--- config.mk ---
export PLATFORM = sky130hd
export DESIGN_NAME = cmpgt_bist
export DESIGN_NICKNAME = d
export VERILOG_FILES = /design/src/rtl/cmpgt_bist.sv
export SDC_FILE = /design/constraint.sdc
export NUM_CORES = 1
export LEC_CHECK = 0
export BUFFER_PORTS_ARGS = -buffer_cell sky130_fd_sc_hd__buf_2
export CAP_MARGIN = 15
export CORE_MARGIN = 5
export CORE_UTILIZATION = 54
export DETAILED_ROUTE_END_ITERATION = 10
export PLACE_DENSITY_LB_ADDON = 0.12
export SLEW_MARGIN = 15
export SYNTH_ARGS = -nofsm -noshare
export SYNTH_HDL_FRONTEND = slang
export SYNTH_SLANG_ARGS = --single-unit
export TNS_END_PERCENT = 5
--- constraint.sdc ---
create_clock -name clk -period 2.5 [get_ports clk]
set_input_delay 0.125 -clock clk [delete_from_list [all_inputs] [get_ports clk]]
set_output_delay 0.125 -clock clk [all_outputs]
set_load 0.005 [all_outputs]
--- src/rtl/cmpgt_bist.sv ---
// cmpgt_bist: self-test wrapper around a gate-level 4-bit unsigned a > b
// comparator. An 8-bit maximal LFSR supplies {a, b}; the (optionally
// fault-injected) comparator output is compacted into a 16-bit SISR and
// a ones count. Handshake: a one-cycle-or-longer `start` seen in IDLE or
// DONE launches a run; `busy` is high for exactly NPAT cycles, then
// `done` rises and results hold until the next accepted `start`.
`timescale 1ns/1ps
module cmpgt_bist #(
  parameter int unsigned NPAT   = 255,
  parameter logic [7:0]  SEED   = 8'h01,
  parameter logic [15:0] GOLDEN = 16'h0000
) (
  input  logic        clk,
  input  logic        rst,
  input  logic        start,
  input  logic [1:0]  inject_sa,
  output logic        busy,
  output logic        done,
  output logic        pass,
  output logic [15:0] signature,
  output logic [7:0]  ones_count,
  output logic [3:0]  pat_a,
  output logic [3:0]  pat_b,
  output logic        cmp_o,
  output logic [1:0]  state_dbg
);

  typedef enum logic [1:0] {
    S_IDLE = 2'd0,
    S_RUN  = 2'd1,
    S_DONE = 2'd2
  } state_e;

  localparam logic [7:0] LAST_CNT = 8'(NPAT - 1);

  state_e      state_q, state_d;
  logic [7:0]  lfsr_q, lfsr_d;
  logic [15:0] sig_q, sig_d;
  logic [7:0]  ones_q, ones_d;
  logic [7:0]  cnt_q, cnt_d;
  logic        busy_q, busy_d;
  logic        done_q, done_d;
  logic        pass_q, pass_d;

  // Gate-level comparator: per-bit GT/LT/EQ, rippled MSB first.
  logic [3:0] cmp_a, cmp_b, gt;
  logic [3:1] lt, eq;
  logic [4:0] gt_chain;
  logic [4:1] eq_chain;
  logic       cmp_raw;

  assign cmp_a       = lfsr_q[7:4];
  assign cmp_b       = lfsr_q[3:0];
  assign gt_chain[4] = 1'b0;
  assign eq_chain[4] = 1'b1;

  for (genvar i = 3; i >= 0; i--) begin : g_bit
    assign gt[i]       = cmp_a[i] & ~cmp_b[i];
    assign gt_chain[i] = gt_chain[i+1] | (eq_chain[i+1] & gt[i]);
    if (i > 0) begin : g_eq
      assign lt[i]       = ~cmp_a[i] & cmp_b[i];
      assign eq[i]       = ~(gt[i] | lt[i]);
      assign eq_chain[i] = eq_chain[i+1] & eq[i];
    end
  end

  assign cmp_raw = gt_chain[0];

  // Stuck-at injection on the comparator output; code 11 behaves as none.
  always_comb begin
    cmp_o = cmp_raw;
    case (inject_sa)
      2'b01:   cmp_o = 1'b0;
      2'b10:   cmp_o = 1'b1;
      default: cmp_o = cmp_raw;
    endcase
  end

  // Next-state: load on accepted start, absorb one pattern per RUN cycle.
  always_comb begin
    state_d = state_q;
    lfsr_d  = lfsr_q;
    sig_d   = sig_q;
    ones_d  = ones_q;
    cnt_d   = cnt_q;
    busy_d  = busy_q;
    done_d  = done_q;
    pass_d  = pass_q;
    case (state_q)
      S_IDLE, S_DONE: begin
        if (start) begin
          state_d = S_RUN;
          lfsr_d  = SEED;
          sig_d   = 16'h0000;
          ones_d  = 8'h00;
          cnt_d   = 8'h00;
          busy_d  = 1'b1;
          done_d  = 1'b0;
          pass_d  = 1'b0;
        end
      end
      S_RUN: begin
        sig_d  = {sig_q[14:0], sig_q[15] ^ sig_q[13] ^ sig_q[12] ^ sig_q[10] ^ cmp_o};
        ones_d = ones_q + {7'b0, cmp_o};
        lfsr_d = {lfsr_q[6:0], lfsr_q[7] ^ lfsr_q[5] ^ lfsr_q[4] ^ lfsr_q[3]};
        cnt_d  = cnt_q + 8'd1;
        // The final pattern is absorbed on this edge; results freeze after it.
        if (cnt_q == LAST_CNT) begin
          state_d = S_DONE;
          busy_d  = 1'b0;
          done_d  = 1'b1;
          pass_d  = (sig_d == GOLDEN);
        end
      end
      default: begin
        state_d = S_IDLE;
        busy_d  = 1'b0;
        done_d  = 1'b0;
        pass_d  = 1'b0;
      end
    endcase
  end

  // State registers with synchronous reset that also aborts a run.
  always_ff @(posedge clk) begin
    if (rst) begin
      state_q <= S_IDLE;
      lfsr_q  <= SEED;
      sig_q   <= 16'h0000;
      ones_q  <= 8'h00;
      cnt_q   <= 8'h00;
      busy_q  <= 1'b0;
      done_q  <= 1'b0;
      pass_q  <= 1'b0;
    end else begin
      state_q <= state_d;
      lfsr_q  <= lfsr_d;
      sig_q   <= sig_d;
      ones_q  <= ones_d;
      cnt_q   <= cnt_d;
      busy_q  <= busy_d;
      done_q  <= done_d;
      pass_q  <= pass_d;
    end
  end

  assign busy       = busy_q;
  assign done       = done_q;
  assign pass       = pass_q;
  assign signature  = sig_q;
  assign ones_count = ones_q;
  assign pat_a      = lfsr_q[7:4];
  assign pat_b      = lfsr_q[3:0];
  assign state_dbg  = state_q;

endmodule

=== Word level (Yosys, flattened, before mapping) ===
Index checks and enable logic that the tools add are counted.

* Input port bits: 5
* Register bits: 45
* Logic and storage cells: 77

* Eq/ne operators: 7
* Multiplexer cells: 19
* Reduce and logical (&&, ||, !) cells: 6
* Bitwise gates (word level): 35
* Add/sub/neg operators: 2

{| class="wikitable"
|+ Operators by type and width
! kind !! count
|-
| $pmux W8 S2 || 3
|-
| $pmux W16 S2 || 1
|-
| $logic_not A16 Y1 || 1
|-
| $mux W16 || 1
|-
| $mux W8 || 2
|-
| $and A1 B1 Y1 || 12
|-
| $not A1 Y1 || 10
|-
| $add A8 B1 Y8 || 1
|-
| $add A8 B1 Y8 const B || 1
|-
| $eq A8 B8 Y1 const B || 1
|-
| $pmux W1 S2 || 4
|-
| $xor A1 B1 Y1 || 7
|-
| $or A1 B1 Y1 || 6
|-
| $mux W1 || 5
|-
| $eq A2 B1 Y1 const B || 2
|-
| $eq A2 B2 Y1 const B || 2
|-
| $mux W2 || 2
|-
| $ne A2 B2 Y1 const B || 2
|-
| $pmux W2 S2 || 1
|-
| $reduce_and A2 Y1 || 2
|-
| $logic_not A2 Y1 || 1
|-
| $reduce_bool A2 Y1 || 1
|-
| $reduce_or A2 Y1 || 1
|}

=== Longest topological paths before layout ===
Gate-level depths: netlist of run 1.

* Word-level depth: 13
* Gate-level depth with buffers: 11
* Depth with buffers taken out: 11

=== Worst setup path before layout of run 1 ===
Ideal clock, no wire load.

* Path kind: register to register
* Start: reg lfsr_q[3]
* End: reg ones_q[6] (netlist: ones_count[6])
* Library setup time: 0.065 ns
* Path buffers: 0
* Clock period less this slack: 2.290 ns
* Data required time: 2.435 ns
* Cell stages (with the launch flop): 12
* Arrival time: 2.225 ns
* Slack: 0.210 ns
* Path through: dfxtp_1 > inv_1 > ha_1 > o21ai_1 > a32o_1 > nor2_1 > ha_1 > ha_1 > nand2_1 > nor3_1 > mux2_2 > nor2_1

* Word-level cells in the longest chain between the ends: 11
* Elaborated cells on any way between the ends: 16
* Those cells by class: add/sub: 1; mux: 2; bitwise: 13

{| class="wikitable"
|+ Ends and longest elaborated chain
! what !! line !! text
|-
| from (decl) || 37 || <nowiki>logic [7:0] lfsr_q, lfsr_d;</nowiki>
|-
| from (signal assigned) || 137 || <nowiki>lfsr_q <= lfsr_d;</nowiki>
|-
| $not A1 Y1 || 58 || <nowiki>assign gt[i] = cmp_a[i] & ~cmp_b[i];</nowiki>
|-
| $and A1 B1 Y1 || 58 ||
|-
| $or A1 B1 Y1 || 62 || <nowiki>assign eq[i] = ~(gt[i] | lt[i]);</nowiki>
|-
| $not A1 Y1 || 62 ||
|-
| $and A1 B1 Y1 (on tied branches) || 59, 63 ||
|-
| $or A1 B1 Y1 (tied with other cells) || 59 || <nowiki>assign gt_chain[i] = gt_chain[i+1] | (eq_chain[i+1] & gt[i]);</nowiki>
|-
| $or A1 B1 Y1 / $and A1 B1 Y1 (equally long branches) || 59 ||
|-
| $or A1 B1 Y1 * || 59 ||
|-
| $pmux W1 S2 * || 72 || <nowiki>case (inject_sa)</nowiki>
|-
| named net cmp_o || 24 || <nowiki>output logic cmp_o,</nowiki>
|-
| $add A8 B1 Y8 * || 104 || <nowiki>ones_d = ones_q + {7'b0, cmp_o};</nowiki>
|-
| $pmux W8 S2 * || 89 || <nowiki>case (state_q)</nowiki>
|-
| to (signal assigned) || 139 || <nowiki>ones_q <= ones_d;</nowiki>
|-
| to (decl) || 39 || <nowiki>logic [7:0] ones_q, ones_d;</nowiki>
|}

The timed path passes the listed nets; every way through them passes the cells marked *.
A chain may end at the register's enable or synchronous reset.

=== Worst setup path in the final report of run 1 ===
* Start: reg lfsr_q[2]
* End: reg ones_q[6] (netlist: ones_count[6])

* Word-level cells in the longest chain between the ends: 11
* Elaborated cells on any way between the ends: 16
* Those cells by class: add/sub: 1; mux: 2; bitwise: 13

{| class="wikitable"
|+ Ends and longest elaborated chain
! what !! line !! text
|-
| $not A1 Y1 || 58 ||
|-
| $and A1 B1 Y1 || 58 ||
|-
| $or A1 B1 Y1 || 62 ||
|-
| $not A1 Y1 || 62 ||
|-
| $and A1 B1 Y1 || 63 || <nowiki>assign eq_chain[i] = eq_chain[i+1] & eq[i];</nowiki>
|-
| $and A1 B1 Y1 (on tied branches) || 59, 63 ||
|-
| $or A1 B1 Y1 / $and A1 B1 Y1 (equally long branches) || 59 ||
|-
| $or A1 B1 Y1 * || 59 ||
|-
| $pmux W1 S2 * || 72 ||
|-
| $add A8 B1 Y8 * || 104 ||
|-
| $pmux W8 S2 * || 89 ||
|}

Every way passes the cells marked *; elsewhere a longest branch is shown, timed or not.

==> results of run 1 <==
area by class of cell:
cell class | count | area [µm²] | share of cell area [%]
Multi-Input combinational cell | 167 | 1076 | 45.50
Sequential cell | 44 | 883.3 | 37.35
Timing Repair Buffer | 44 | 225.2 | 9.524
Clock buffer | 7 | 86.33 | 3.651
Tap cell | 48 | 60.06 | 2.540
Inverter | 7 | 26.28 | 1.111
Clock inverter | 1 | 7.507 | 0.3175
sequential cells by signal (all words and copies together), names as in the netlist:
| signal | count |
|---|---|
| lfsr_q | 8 |
| signature | 16 |
| state_dbg | 2 |
| pass | 1 |
| ones_count | 8 |
| busy | 1 |
| cnt_q | 8 |
layout by cell type (no fill, tap or decap), drive strengths merged, types with 2 or more instances in the layout:
cell type,synthesis,final
xor2,2,2
nand4,2,2
o41ai,2,2
a21oi,19,19
o21ai,4,4
inv,7,7
nand3,3,3
mux2,4,4
clkbuf,5,7
nand2,22,22
nor3,3,3
dfxtp,44,44
buf,9,44
o211ai,4,4
nand3b,4,4
a22oi,19,19
and3,2,2
nor2,38,38
a211oi,2,2
nor2b,3,3
xnor2,5,5
ha,8,8
nor4,5,5
nand2b,2,2
or3,3,3
repair_timing:
item / CTS / global route
resized for setup: 0 / 7
hold buffers: 0 / 0
endpoints found under the setup margin: 0 / 2
power breakdown:
part / internal [µW] / total [µW] / switching, µW
clock network: 225 / 468 / 243
logic: 38.9 / 120 / 81.3
registers: 710 / 720 / 10.3
tightest hold or removal path, delay by kind of cell:
family / cells / cell delay (ns)
buffers and inverters: 1 / 0.10
AO/OA/AOI/OAI: 1 / 0.05
AND/OR/NAND/NOR: 2 / 0.12
how the worst min path moves through the flow:
stage               startpoint                   endpoint  slack [ns]  cells after the start
detailed placement       start  state_dbg[1]$_SDFFE_PP0P_        0.45                      4
global placement         start  state_dbg[1]$_SDFFE_PP0P_        0.45                      4
finish                   start  state_dbg[1]$_SDFFE_PP0P_        0.14                      4
CTS                      start  state_dbg[1]$_SDFFE_PP0P_        0.12                      4
global route             start  state_dbg[1]$_SDFFE_PP0P_        0.15                      4
floorplan                start  state_dbg[1]$_SDFFE_PP0P_        0.32                      3
logic make-up (layout without fill, tap and decap cells):
logic type,Yosys count,in the layout,synth area share [%]
xor+xnor,7,7,3.379
simple gates,93,93,22.42
fa+ha+maj,8,8,4.914
flops,44,44,43.24
compound gates,55,55,18.92
mux,4,4,2.211
buf+inv,21,59,4.914
per-stage QoR:
step	worst slack, ns	cell area, µm²
floorplan	0.2099	2037
CTS	0.1005	2345
detailed placement	0.1273	2251
global placement	0.1943	2251
finish	0.1974	2365
global route	-0.009484	2365
per-layer routing:
metal | vias up | part of all wire (%) | track usage, %
met3 | 7 | 3.9 | 3.506
met1 | 845 | 48 | 23.67
met2 | 29 | 46 | 29.49
met5 | - | 0 | 0
met4 | 0 | 2.1 | 8.768
li1 | 896 | - | -
==> summary.md, run 1 <==
| Metric | Value |
|---|---|
| Result of the run | `finished clean` |
| Number of buffers added for setup after CTS | `0` |
| Largest net degree at the start of global routing | `47` |
| Classification of the worst setup path | `reg -> reg` |
| Timing startpoint of the critical path | `lfsr_q[2]$_SDFFE_PP0P_` |
| Row cnt | `22` |
| Sequence of cells on the critical path | `inv_1 -> ha_1 -> o21ai_1 -> a32o_2 -> nor2_2 -> ha_2 -> ha_1 -> nand2_1 -> nor3_2 -> mux2_2 -> nor2_1` |
| Cell depth of the worst setup path | `11` |
| Req. time, crit path | `between 2 and 3 ns` |
| Primary flip-flop cell chosen by synthesis mapping | `sky130_fd_sc_hd__dfxtp_1` |
| Die W | `just over 70 µm` |
| Count of placed standard cells in the final layout, fillers left out | `~320` |
| Number of filler cells placed in the layout | `between 300 and 400` |
| Static power due to leakage | `0.0009557 µW` |
| TritonCTS clock tree | `yes` |
| Synth cell types | `between 40 and 50` |
| Clock buffers created by TritonCTS | `5` |
| Remaining number of nets flagged by the antenna check after routing | `0` |
| Violation count after the first detailed-routing iteration | `99` |
| Fin crit share | `between 90% and 100%` |
| Max Clock Skew | `between 0.006 and 0.007 ns` |
| Reg-to-Reg Start | `lfsr_q[2]$_SDFFE_PP0P_` |
| All-Layer GR Usage | `a little under a fifth` |
| IO Pins | `between 40 and 50` |
| Area of the mapped netlist | `~2000 µm²` |
| Initial standard-cell utilization of the core | `approximately 56%` |
| Vias per inst | `5.588` |
| Wire length of the first global-routing pass | `7527 µm` |
| Leading post-synthesis cells by instance count | `sky130_fd_sc_hd__dfxtp_1, sky130_fd_sc_hd__nor2_1, sky130_fd_sc_hd__nand2_1, sky130_fd_sc_hd__a21oi_1, sky130_fd_sc_hd__a22oi_1` |
| Number of antenna violations at the first check in global routing | `0` |
| Count of endpoints failing hold in the final timing report | `0` |
| Total congestion overflow after global routing | `0` |
| Final count of negative-setup-slack endpoints | `0` |
| Average detailed-routed wire length per instance | `14.28 µm` |
| Total Wirelength | `about 4500 µm` |
| Mean Syn Cell Area | `between 8 and 9 µm²` |
| Worst vdd ir | `311.6 µV` |
| Count of flip-flops with a built-in enable after synthesis | `0` |
| Worst slew slack as a fraction of its limit | `between 40% and 50%` |
| Shortest period the worst path allows | `approximately 2.3 ns` |
| Count of H-tree levels built during CTS | `2` |
| Clock slew at the register clock pins of the worst setup and hold paths | `0.08 ns` |
| Count of maximum capacitance violations | `0` |
| Post-Route Hold Slack | `between 0.1 and 0.15 ns` |
| Sequential cell area fraction in the yosys report | `between 40% and 50%` |
| Critical-path maximum fanout | `4` |
| Clock tree buffer depth | `2` |
| Synthesized flop and latch total | `44` |
| Total Power | `roughly 1300 µW` |
| Share of Yosys cell area claimed by the top area cell type | `between 40% and 50%` |
| CP Buf/Inv Count | `1` |
| Placed insts | `310` |
| Via count of the routed design | `1777` |
| Largest cells by area after synthesis | `sky130_fd_sc_hd__dfxtp_1, sky130_fd_sc_hd__a22oi_1, sky130_fd_sc_hd__nor2_1` |
| Maximum single-stage delay on the critical path | `0.35 ns` |
| Number of iterations in the first detailed-routing pass | `4` |
| Worst setup EP type | `flip-flop` |
| Final #Nets | `roughly 280` |
| Half-perimeter wire length after placement | `between 3000 and 4000 µm` |
| Startpoint Class | `flip-flop` |
| Cells after Synth | `~230` |
| Y dimension of the die | `just over 70 µm` |
| Number of global-route vias before repair | `~1700` |
| Fin. max-slew vios | `0` |
| Largest delay contributor family on the critical path | `adder cells` |
| Maximum achievable frequency | `434.3 MHz` |
| Worst setup slack for register-to-register paths | `between 0.15 and 0.2 ns` |
| Placeable core area | `between 3000 and 4000 µm²` |
| Post-Syn Nets | `approximately 250` |
| Critical path's most frequent cell | `sky130_fd_sc_hd__ha_1` |
| Cell Pwr Density | `~550 nW/µm²` |
| Final weighted congestion of routability-driven global placement | `0.7484` |
| CTS sink cnt | `44` |
| Yosys warnings | `0` |
| Clock tree root driver cell | `sky130_fd_sc_hd__clkbuf_8` |
| Reg-to-reg endpoint | `ones_count[6]$_SDFFE_PP0P_` |
| Number of diodes | `0` |
| Cell with the largest stage delay on the worst path | `sky130_fd_sc_hd__dfxtp_2` |
| Area of the die | `5100 µm²` |
| Share of flip-flops with an asynchronous set or reset | `0%` |
| # port buffers | `42` |
| Data arrival time of the critical path | `2.54 ns` |
| Worst hold path type | `in -> reg` |
| Library cell with the largest summed area after synthesis | `sky130_fd_sc_hd__dfxtp_1` |
| Worst Reg-to-Reg Cells | `11` |
| Slew @ Worst Pin | `0.8535 ns` |
| Util after Layout | `between 60% and 70%` |
| Dominant cell by count in the synthesized netlist | `sky130_fd_sc_hd__dfxtp_1` |
| Setup Total Neg Slack | `0 ns` |
| Clock latency on the worst-skew pair | `around 0.3 ns` |
| Endpoint of the most critical setup path | `ones_count[6]$_SDFFE_PP0P_` |
| Final routed DRC violation total | `0` |
| Area growth, synth to finish | `16.09%` |
| Share of cells above drive strength 1 | `between 20% and 30%` |
No activity file was read; power rests on OpenSTA's default activity.
==> run 2, diff against run 1 <==
Settings changed: CTS_BUF_LIST set to sky130_fd_sc_hd__clkbuf_4 sky130_fd_sc_hd__clkbuf_8 sky130_fd_sc_hd__clkbuf_16, MAX_ROUTING_LAYER set to met4, SLEW_MARGIN 15 to not set.
==> summary.md, run 2 (same netlist as run 1, synthesis figures left out) <==
| Metric | Value |
|---|---|
| Hold Path Sink | `state_dbg[1]$_SDFFE_PP0P_` |
| Critical-path maximum fanout | `5` |
| Average detailed-routed wire length per instance | `~14 µm` |
| TritonCTS clock tree | `yes` |
| CTS sink cnt | `44` |
| Final routed DRC violation total | `0` |
| Total Wirelength | `4542 µm` |
| Top routing layer in use | `met4` |
| Fin. max-slew vios | `0` |
| Sequence of cells on the critical path | `ha_1 -> nand3b_1 -> a32o_2 -> nor2_2 -> ha_2 -> ha_1 -> nand2_1 -> nor3_2 -> mux2_2 -> nor2_1` |
| Half-perimeter wire length after placement | `~3100 µm` |
| Cell Pwr Density | `557.6 nW/µm²` |
| Reg-to-reg endpoint | `ones_count[6]$_SDFFE_PP0P_` |
| Placed insts | `between 300 and 400` |
| Worst slew slack as a fraction of its limit | `a little over two fifths` |
| Number of iterations in the first detailed-routing pass | `4` |
| All-Layer GR Usage | `18.91%` |
| Worst path setup slack after routing | `0.2018 ns` |
| Critical path's most frequent cell | `sky130_fd_sc_hd__ha_1` |
| Start point of the worst min-delay path | `start` |
| Count of endpoints failing hold in the final timing report | `0` |
| Startpoint Class | `flip-flop` |
| Worst Reg-to-Reg Cells | `10` |
| Max Clock Skew | `slightly below 0.007 ns` |
| Setup Total Neg Slack | `0 ns` |
| Total internal power | `984.5 µW` |
| Worst setup slack for register-to-register paths | `0.20 ns` |
| Net Sw Frac | `about 25%` |
| Maximum achievable frequency | `roughly 440 MHz` |
| Post-Route Hold Slack | `roughly 0.14 ns` |
| Clock buffers created by TritonCTS | `5` |
| Number of global-route vias before repair | `~1700` |
| Length of routed wiring on met1 | `approximately 2200 µm` |
| Classification of the worst setup path | `reg -> reg` |
| Worst hold path type | `in -> reg` |
| Clock slew at the register clock pins of the worst setup and hold paths | `~0.08 ns` |
| Largest net degree at the start of global routing | `between 40 and 50` |
| Final count of negative-setup-slack endpoints | `0` |
| Count of maximum capacitance violations | `0` |
| Share of cells above drive strength 1 | `between 20% and 30%` |
| Area growth, synth to finish | `16.28%` |
| Vias per inst | `roughly 5.6` |
| Power share of the sequential group | `between 50% and 60%` |
| Req. time, crit path | `roughly 2.7 ns` |
| Data arrival time of the critical path | `between 2 and 3 ns` |
| Area of the die | `5100 µm²` |
| Row cnt | `22` |
| Shortest period the worst path allows | `between 2 and 2.5 ns` |
| Final weighted congestion of routability-driven global placement | `between 0.7 and 0.8` |
| Cell with the largest stage delay on the worst path | `sky130_fd_sc_hd__dfxtp_1` |
| Reg-to-Reg Start | `lfsr_q[5]$_SDFFE_PP0P_` |
| Worst hold stages | `4` |
| Number of antenna violations at the first check in global routing | `0` |
| Worst vdd ir | `roughly 310 µV` |
| Y dimension of the die | `71.42 µm` |
| Wire length of the first global-routing pass | `7534 µm` |
| # port buffers | `42` |
| Final #Nets | `between 200 and 300` |
| Combinational cell fraction of total power | `under 10%` |
| Remaining number of nets flagged by the antenna check after routing | `0` |
| Place WS | `between 0.1 and 0.15 ns` |
| Clock tree buffer depth | `2` |
| Clock tree root driver cell | `sky130_fd_sc_hd__clkbuf_8` |
| Most frequent cells in the layout | `sky130_fd_sc_hd__dfxtp_1, sky130_fd_sc_hd__buf_2, sky130_fd_sc_hd__nor2_1` |
| Slew @ Worst Pin | `~0.84 ns` |
| Initial standard-cell utilization of the core | `approximately 56%` |
| Via count of the routed design | `approximately 1800` |
| Static power due to leakage | `0.0009591 µW` |
| Count of H-tree levels built during CTS | `2` |
| Die W | `around 71 µm` |
| Number of flip-flops under the largest register name | `16` |
| Placeable core area | `~3700 µm²` |
| Worst setup EP type | `flip-flop` |
| IO Pins | `43` |
| Violation count after the first detailed-routing iteration | `84` |
| Met2 wire length | `2098 µm` |
| Timing startpoint of the critical path | `lfsr_q[5]$_SDFFE_PP0P_` |
| Fin crit share | `approximately 90%` |
| Psw | `approximately 340 µW` |
| Portion of total power attributed to the clock network | `roughly 36%` |
| Clock latency on the worst-skew pair | `roughly 0.30 ns` |
| Count of placed standard cells in the final layout, fillers left out | `~320` |
| Total congestion overflow after global routing | `0` |
| Maximum single-stage delay on the critical path | `0.37 ns` |
| Number of diodes | `0` |
| Result of the run | `finished clean` |
| Met3 wirelength from detailed routing | `between 150 and 200 µm` |
| Util after Layout | `roughly 65%` |
| Number of buffers added for setup after CTS | `0` |
| Number of hold-repair buffers added at the cts stage | `0` |
run 2: final cells by class:
cell class | instances | area (µm²)
clock buffer | 7 | 90.09
multi-input combinational | 167 | 1076
clock inverter | 1 | 7.507
timing repair buffer | 44 | 225.2
sequential | 44 | 883.3
inverter | 7 | 26.28
tap | 48 | 60.06
fill | 322 | 1292
run 2: worst max path at each step:
stage | to | cells after the start
6_report | ones_count[6]$_SDFFE_PP0P_ | 10
5_1_grt | ones_count[6]$_SDFFE_PP0P_ | 10
4_1_cts | ones_count[6]$_SDFFE_PP0P_ | 11
3_5_place_dp | ones_count[6]$_SDFFE_PP0P_ | 11
3_3_place_gp | ones_count[6]$_SDFFE_PP0P_ | 11
2_1_floorplan | ones_count[6]$_SDFFE_PP0P_ | 11
run 2: per-stage QoR:
stage	area [µm²]	total power, µW
after floorplan	2037	826.2
after global placement	2251	855.5
after detailed placement	2251	855.9
after CTS	2349	1334
after global routing	2369	1378
final	2369	1321
run 2: what timing repair did:
item	4_1_cts	5_1_grt
setup endpoints to repair	0	2
gates resized for setup	0	7
endpoints found under the hold margin	0	0
run 2: critical path, delay by kind of cell, from the launching register on:
family	cells	cell delay, ns
compound gates	1	0.27
fa+ha+maj	3	0.68
flops	1	0.37
mux	1	0.34
simple gates	5	0.58
run 2: power by group through the flow:
stage	Combinational [µW]	Clock, µW	Sequential [µW]
after global routing	134	521	723
after global placement	119	0	736
after detailed placement	119	0	737
after floorplan	90.6	0	736
after CTS	120	494	720
final	120	480	720
run 2: layer usage:
metal  vias up  GRT usage, %
met5         -             -
met4         0         8.768
met3         7         3.226
met2        31         29.49
met1       850         23.85
li1        898             -
